File: src/rtl/qe_pkg.sv
// Shared constants, FSM encoding and quadrature step helper for the qe_decode block.
package qe_pkg;

    localparam int FILT_LEN_DEF = 3;
    localparam int CNT_W        = 4;

    typedef enum logic {
        ST_INIT = 1'b0,
        ST_RUN  = 1'b1
    } state_e;

    // Next {i,q} pair one forward step along the Gray sequence 00->10->11->01->00.
    function automatic logic [1:0] fwd_next(input logic [1:0] p);
        case (p)
            2'b00:   fwd_next = 2'b10;
            2'b10:   fwd_next = 2'b11;
            2'b11:   fwd_next = 2'b01;
            default: fwd_next = 2'b00;
        endcase
    endfunction

endpackage

File: src/rtl/qe_glitch.sv
// One quadrature channel: 2-flop synchronizer followed by a FILT_LEN-clock persistence filter.
module qe_glitch
    import qe_pkg::*;
#(
    parameter int FILT_LEN = FILT_LEN_DEF
) (
    input  logic clk,
    input  logic clr_n,
    input  logic d_raw,
    input  logic hold,
    input  logic load,
    output logic acc,
    output logic chg
);

    logic             s1_q, s1_d;
    logic             s2_q, s2_d;
    logic             acc_q, acc_d;
    logic [CNT_W-1:0] cnt_q, cnt_d;

    // NOTE: every variable gets a default at the top so no path leaves it unassigned (no latch).
    always_comb begin
        s1_d  = d_raw;
        s2_d  = s1_q;
        acc_d = acc_q;
        cnt_d = cnt_q;
        chg   = 1'b0;
        if (hold) begin
            cnt_d = '0;
            if (load) acc_d = s2_q;
        end else if (s2_q == acc_q) begin
            cnt_d = '0;
        end else if (cnt_q == CNT_W'(FILT_LEN - 1)) begin
            acc_d = s2_q;
            cnt_d = '0;
            chg   = 1'b1;
        end else begin
            cnt_d = cnt_q + 1'b1;
        end
    end

    // NOTE: sequential state uses non-blocking assignments only.
    always_ff @(posedge clk or negedge clr_n) begin
        if (!clr_n) begin
            s1_q  <= 1'b0;
            s2_q  <= 1'b0;
            acc_q <= 1'b0;
            cnt_q <= '0;
        end else begin
            s1_q  <= s1_d;
            s2_q  <= s2_d;
            acc_q <= acc_d;
            cnt_q <= cnt_d;
        end
    end

    assign acc = acc_q;

endmodule

File: src/rtl/qe_decode.sv
// Quadrature decoder: filtered I/Q channels, INIT/RUN sequencing, registered up/dn/err strobes.
module qe_decode
    import qe_pkg::*;
#(
    parameter int FILT_LEN = FILT_LEN_DEF
) (
    input  logic clk,
    input  logic clr_n,
    input  logic i,
    input  logic q,
    input  logic err_clr,
    output logic up,
    output logic dn,
    output logic err,
    output logic err_sticky,
    output logic ai,
    output logic aq
);

    state_e      state_q, state_d;
    logic [1:0]  init_cnt_q, init_cnt_d;
    logic        up_q, up_d;
    logic        dn_q, dn_d;
    logic        err_q, err_d;
    logic        sticky_q, sticky_d;
    logic        chg_i, chg_q;
    logic        hold, load;
    logic [1:0]  old_pair, new_pair;

    // Filters stay cleared for the whole INIT phase; the last INIT clock loads the accepted levels.
    assign hold     = (state_q == ST_INIT);
    assign load     = hold && (init_cnt_q == 2'd2);
    assign old_pair = {ai, aq};
    assign new_pair = {ai ^ chg_i, aq ^ chg_q};

    qe_glitch #(.FILT_LEN(FILT_LEN)) u_glitch_i (
        .clk   (clk),
        .clr_n (clr_n),
        .d_raw (i),
        .hold  (hold),
        .load  (load),
        .acc   (ai),
        .chg   (chg_i)
    );

    qe_glitch #(.FILT_LEN(FILT_LEN)) u_glitch_q (
        .clk   (clk),
        .clr_n (clr_n),
        .d_raw (q),
        .hold  (hold),
        .load  (load),
        .acc   (aq),
        .chg   (chg_q)
    );

    always_comb begin
        state_d    = state_q;
        init_cnt_d = init_cnt_q;
        up_d       = 1'b0;
        dn_d       = 1'b0;
        err_d      = 1'b0;
        case (state_q)
            ST_INIT: begin
                if (init_cnt_q == 2'd2) begin
                    state_d    = ST_RUN;
                    init_cnt_d = 2'd0;
                end else begin
                    init_cnt_d = init_cnt_q + 2'd1;
                end
            end
            default: begin
                if (chg_i && chg_q) begin
                    err_d = 1'b1;
                end else if (chg_i || chg_q) begin
                    up_d = (new_pair == fwd_next(old_pair));
                    dn_d = (old_pair == fwd_next(new_pair));
                end
            end
        endcase
        // A coincident clear loses against a fresh error.
        sticky_d = err_q | (sticky_q & ~err_clr);
    end

    always_ff @(posedge clk or negedge clr_n) begin
        if (!clr_n) begin
            state_q    <= ST_INIT;
            init_cnt_q <= 2'd0;
            up_q       <= 1'b0;
            dn_q       <= 1'b0;
            err_q      <= 1'b0;
            sticky_q   <= 1'b0;
        end else begin
            state_q    <= state_d;
            init_cnt_q <= init_cnt_d;
            up_q       <= up_d;
            dn_q       <= dn_d;
            err_q      <= err_d;
            sticky_q   <= sticky_d;
        end
    end

    assign up         = up_q;
    assign dn         = dn_q;
    assign err        = err_q;
    assign err_sticky = sticky_q;

endmodule

File: config.mk
export PLATFORM = sky130hd
export DESIGN_NAME = qe_decode
export DESIGN_NICKNAME = d
export VERILOG_FILES = /design/src/rtl/qe_pkg.sv /design/src/rtl/qe_glitch.sv /design/src/rtl/qe_decode.sv
export SDC_FILE = /design/constraint.sdc
export NUM_CORES = 1
export LEC_CHECK = 0
export ABC_CLOCK_PERIOD_IN_PS = 1900
export BUFFER_PORTS_ARGS = -buffer_cell sky130_fd_sc_hd__buf_4
export CAP_MARGIN = 20
export CORE_MARGIN = 3
export CORE_UTILIZATION = 49
export DETAILED_ROUTE_END_ITERATION = 6
export PLACE_DENSITY = 0.69
export SYNTH_ARGS = -nofsm -noshare
export SYNTH_HDL_FRONTEND = slang
export SYNTH_SLANG_ARGS = --single-unit
File: constraint.sdc
create_clock -name clk -period 1.9 [get_ports clk]
set_input_delay 0.285 -clock clk [delete_from_list [all_inputs] [get_ports clk]]
set_output_delay 0.285 -clock clk [all_outputs]
set_load 0.05 [all_outputs]
==> results.md <==
- Synthesis-to-finish area growth: 14.1%
- Most used DFF post-synth: dfrtp_1
- Clock Latency Late Sink: 300 ps
- Post-CTS setup repair buffer count: 0
- Synth top area cells: dfrtp_1 (55%), ha_1 (5.2%), nor2_1 (3.9%)
- Wire per inst: 11.9 um
- Total negative slack: 0 ps
- Core area: 1780 sq um
- Unrepaired setup endpoints after global routing: false
- CTS buffer count: 3
- Post-synthesis sequential area ratio: 0.548
- Crit path kind: flip-flop to flip-flop
- Finished Layout Cells: 120
- Total Wirelength: 1.43 mm
- PnR worst setup slack: 301 ps
- Fin area: 1090 sq um
- Number of diodes: 0
- Hold Buf Count CTS: 1
- Initial antenna violation count: 0
- Status: completed
- Post-synth EDFFs: 0
- Mapped Nets: 91
- # H-tree levels: 1
- Syn_area_per_cell: 11.7 sq um
- DP HPWL: 1.08 mm
- Row count: 15
- Final period util: 0.842
- Yosys cell types: 27
- # resized after CTS: 0
- Most common cell after layout, fill and taps aside: dfrtp_1
- Hold Crit Class: input port to flip-flop
- Final Hold Viols: 0
- Startpoint types: flip-flop
- Slew of the pin with the lowest slew margin: 345 ps
- Total of warnings raised by yosys: 0
- Largest net degree at the start of global routing: 22
- Max VDD drop: 0.664 mV
- Fin nets: 105
- Commonest non-fill, non-tap cells in the layout: dfrtp_1 (21), nor2_1 (10), buf_4 (10)
- Vias: 605
- Initial DRC Count: 5
- Total track usage: 0.128
- Clk slew on worst S/H paths: 120 ps
- Post-synth ARST share: 1.00
- Critical path peak fanout: 4
- CTS sink count: 21
- Starting density of the core: 0.538
- Drt drc: 0
- Cell Area, Placed: 1060 sq um
- CP Data Arrival Time: 1780 ps
- Share of the synthesized area in the top cell type: 0.548
- Fmax: 625 MHz
- Final setup viols: 0
- Clk_skew: 4.85 ps
- Root Buffer: clkbuf_4
- Die W: 50.3 um
- Critical path data required time: 2090 ps
- Final Slew Violations: 0
- Vias/cell: 5.04
- Area leader, netlist: dfrtp_1
- Max cap viols: 0
- Layout cells sized above 1: 0.242
- Synthesized area: 960 sq um
- CTS Buffer Depth: 2
- Max-slew headroom: 0.770
- Routed Antenna Nets: 0
- Die area: 2530 sq um
- Pwr dens: 1260 nW/um^2
- Port-buffer cells: 10
- LEAKAGE: 0.521 nW
- Critical Path End Type: flip-flop
- TritonRoute pass-1 iters: 4
- Die Y: 50.3 um
- Gr ovfl total: 0
- Vias in the first global route: 591
- Place WS: 323 ps
- Period minus WS final: 1600 ps
- Num ports: 11
- Cells after Synth: 82
- Placed insts: 115
- Yosys reg bits: 21
- CTS tree: yes
- Global-route wire length before repair: 2.46 mm
- RD Place Congestion: 0.804
==> sequential cells by signal, indices dropped and copies added, names as in the netlist <==
name              cells
err                   1
u_glitch_q.acc        1
err_sticky            1
init_cnt_q            2
up                    1
u_glitch_i.s2_q       1
u_glitch_q.cnt_q      4
u_glitch_q.s2_q       1
u_glitch_i.cnt_q      4
state_q               1
u_glitch_i.s1_q       1
u_glitch_i.acc        1
dn                    1
u_glitch_q.s1_q       1
==> path summary, 6_finish.rpt <==
| check | startpoint | to | slack [ps] | cells after the start |
|---|---|---|---|---|
| setup / recovery | u_glitch_q.cnt_q[0] | up | 300 | 5 |
| hold reg to reg | u_glitch_i.s1_q | u_glitch_i.s2_q | 360 | 0 |
| max in group asynchronous | clr_n | u_glitch_q.s1_q | 1300 | 2 |
| hold / removal | i | u_glitch_i.s1_q | 80 | 1 |
| setup reg to reg | u_glitch_q.cnt_q[0] | up | 300 | 5 |
| min in group asynchronous | clr_n | dn | 390 | 2 |
==> routing by layer <==
layer  wire, um  up-vias  part of all wire  GRT usage
li1           -      303                 -          -
met5          0        -                 0          0
met3         59        2             0.041     0.0356
met4         12        0            0.0084     0.0415
met2        668       10              0.47      0.215
met1        687      290              0.48      0.158
==> layout make-up <==
type | instances | area, sq um
flip-flops and latches | 21 | 526
repair buffers | 11 | 85.1
inverters | 4 | 15.0
multi-input cells | 55 | 410
well taps | 25 | 31.3
clock buffers | 3 | 22.5
fillers | 158 | 688
clock inverters | 1 | 5.00
==> where the power goes <==
group | internal (W) | switching [W] | total, W
registers | 0.000527 | 0.0000953 | 0.000622
clock network | 0.0000783 | 0.000133 | 0.000212
logic | 0.000245 | 0.000306 | 0.000550
total | 0.000850 | 0.000534 | 0.00138
==> kinds of logic (layout without fill, tap and decap cells) <==
kind of cell,Yosys count,after routing,share of synthesized area
mux,5,5,0.0561
buf+inv,6,19,0.0248
simple gates,31,31,0.190
xor+xnor,5,5,0.0456
flops,21,21,0.548
fa+ha+maj,4,4,0.0522
compound gates,10,10,0.0834
==> cell usage after synthesis (2+ instances only) <==
library cell	instances
nand2_1	4
a21oi_1	2
mux2i_1	2
nor2_1	10
xnor2_1	2
dfrtp_1	21
a22oi_2	2
ha_1	4
o32ai_1	2
a21o_1	2
xor2_1	3
mux2_2	3
nor2b_1	4
inv_1	4
nor3b_1	3
nand3_1	3
==> stage by stage <==
step | power (W) | util | hold WS (ps)
after floorplan | 0.00106 | - | -10.6
after global placement | 0.00117 | 0.593 | 180
after detailed placement | 0.00119 | 0.593 | 181
after CTS | 0.00140 | 0.614 | 74.1
after global routing | 0.00149 | 0.614 | 50.4
final | 0.00138 | 0.614 | 81.9
==> critical path: stages (launching register included) <==
cell	delay, ps
dfrtp_1	430
inv_1	70
ha_1	170
or4bb_1	540
a22oi_2	170
o32ai_1	100
No activity file was read; power rests on OpenSTA's default activity.
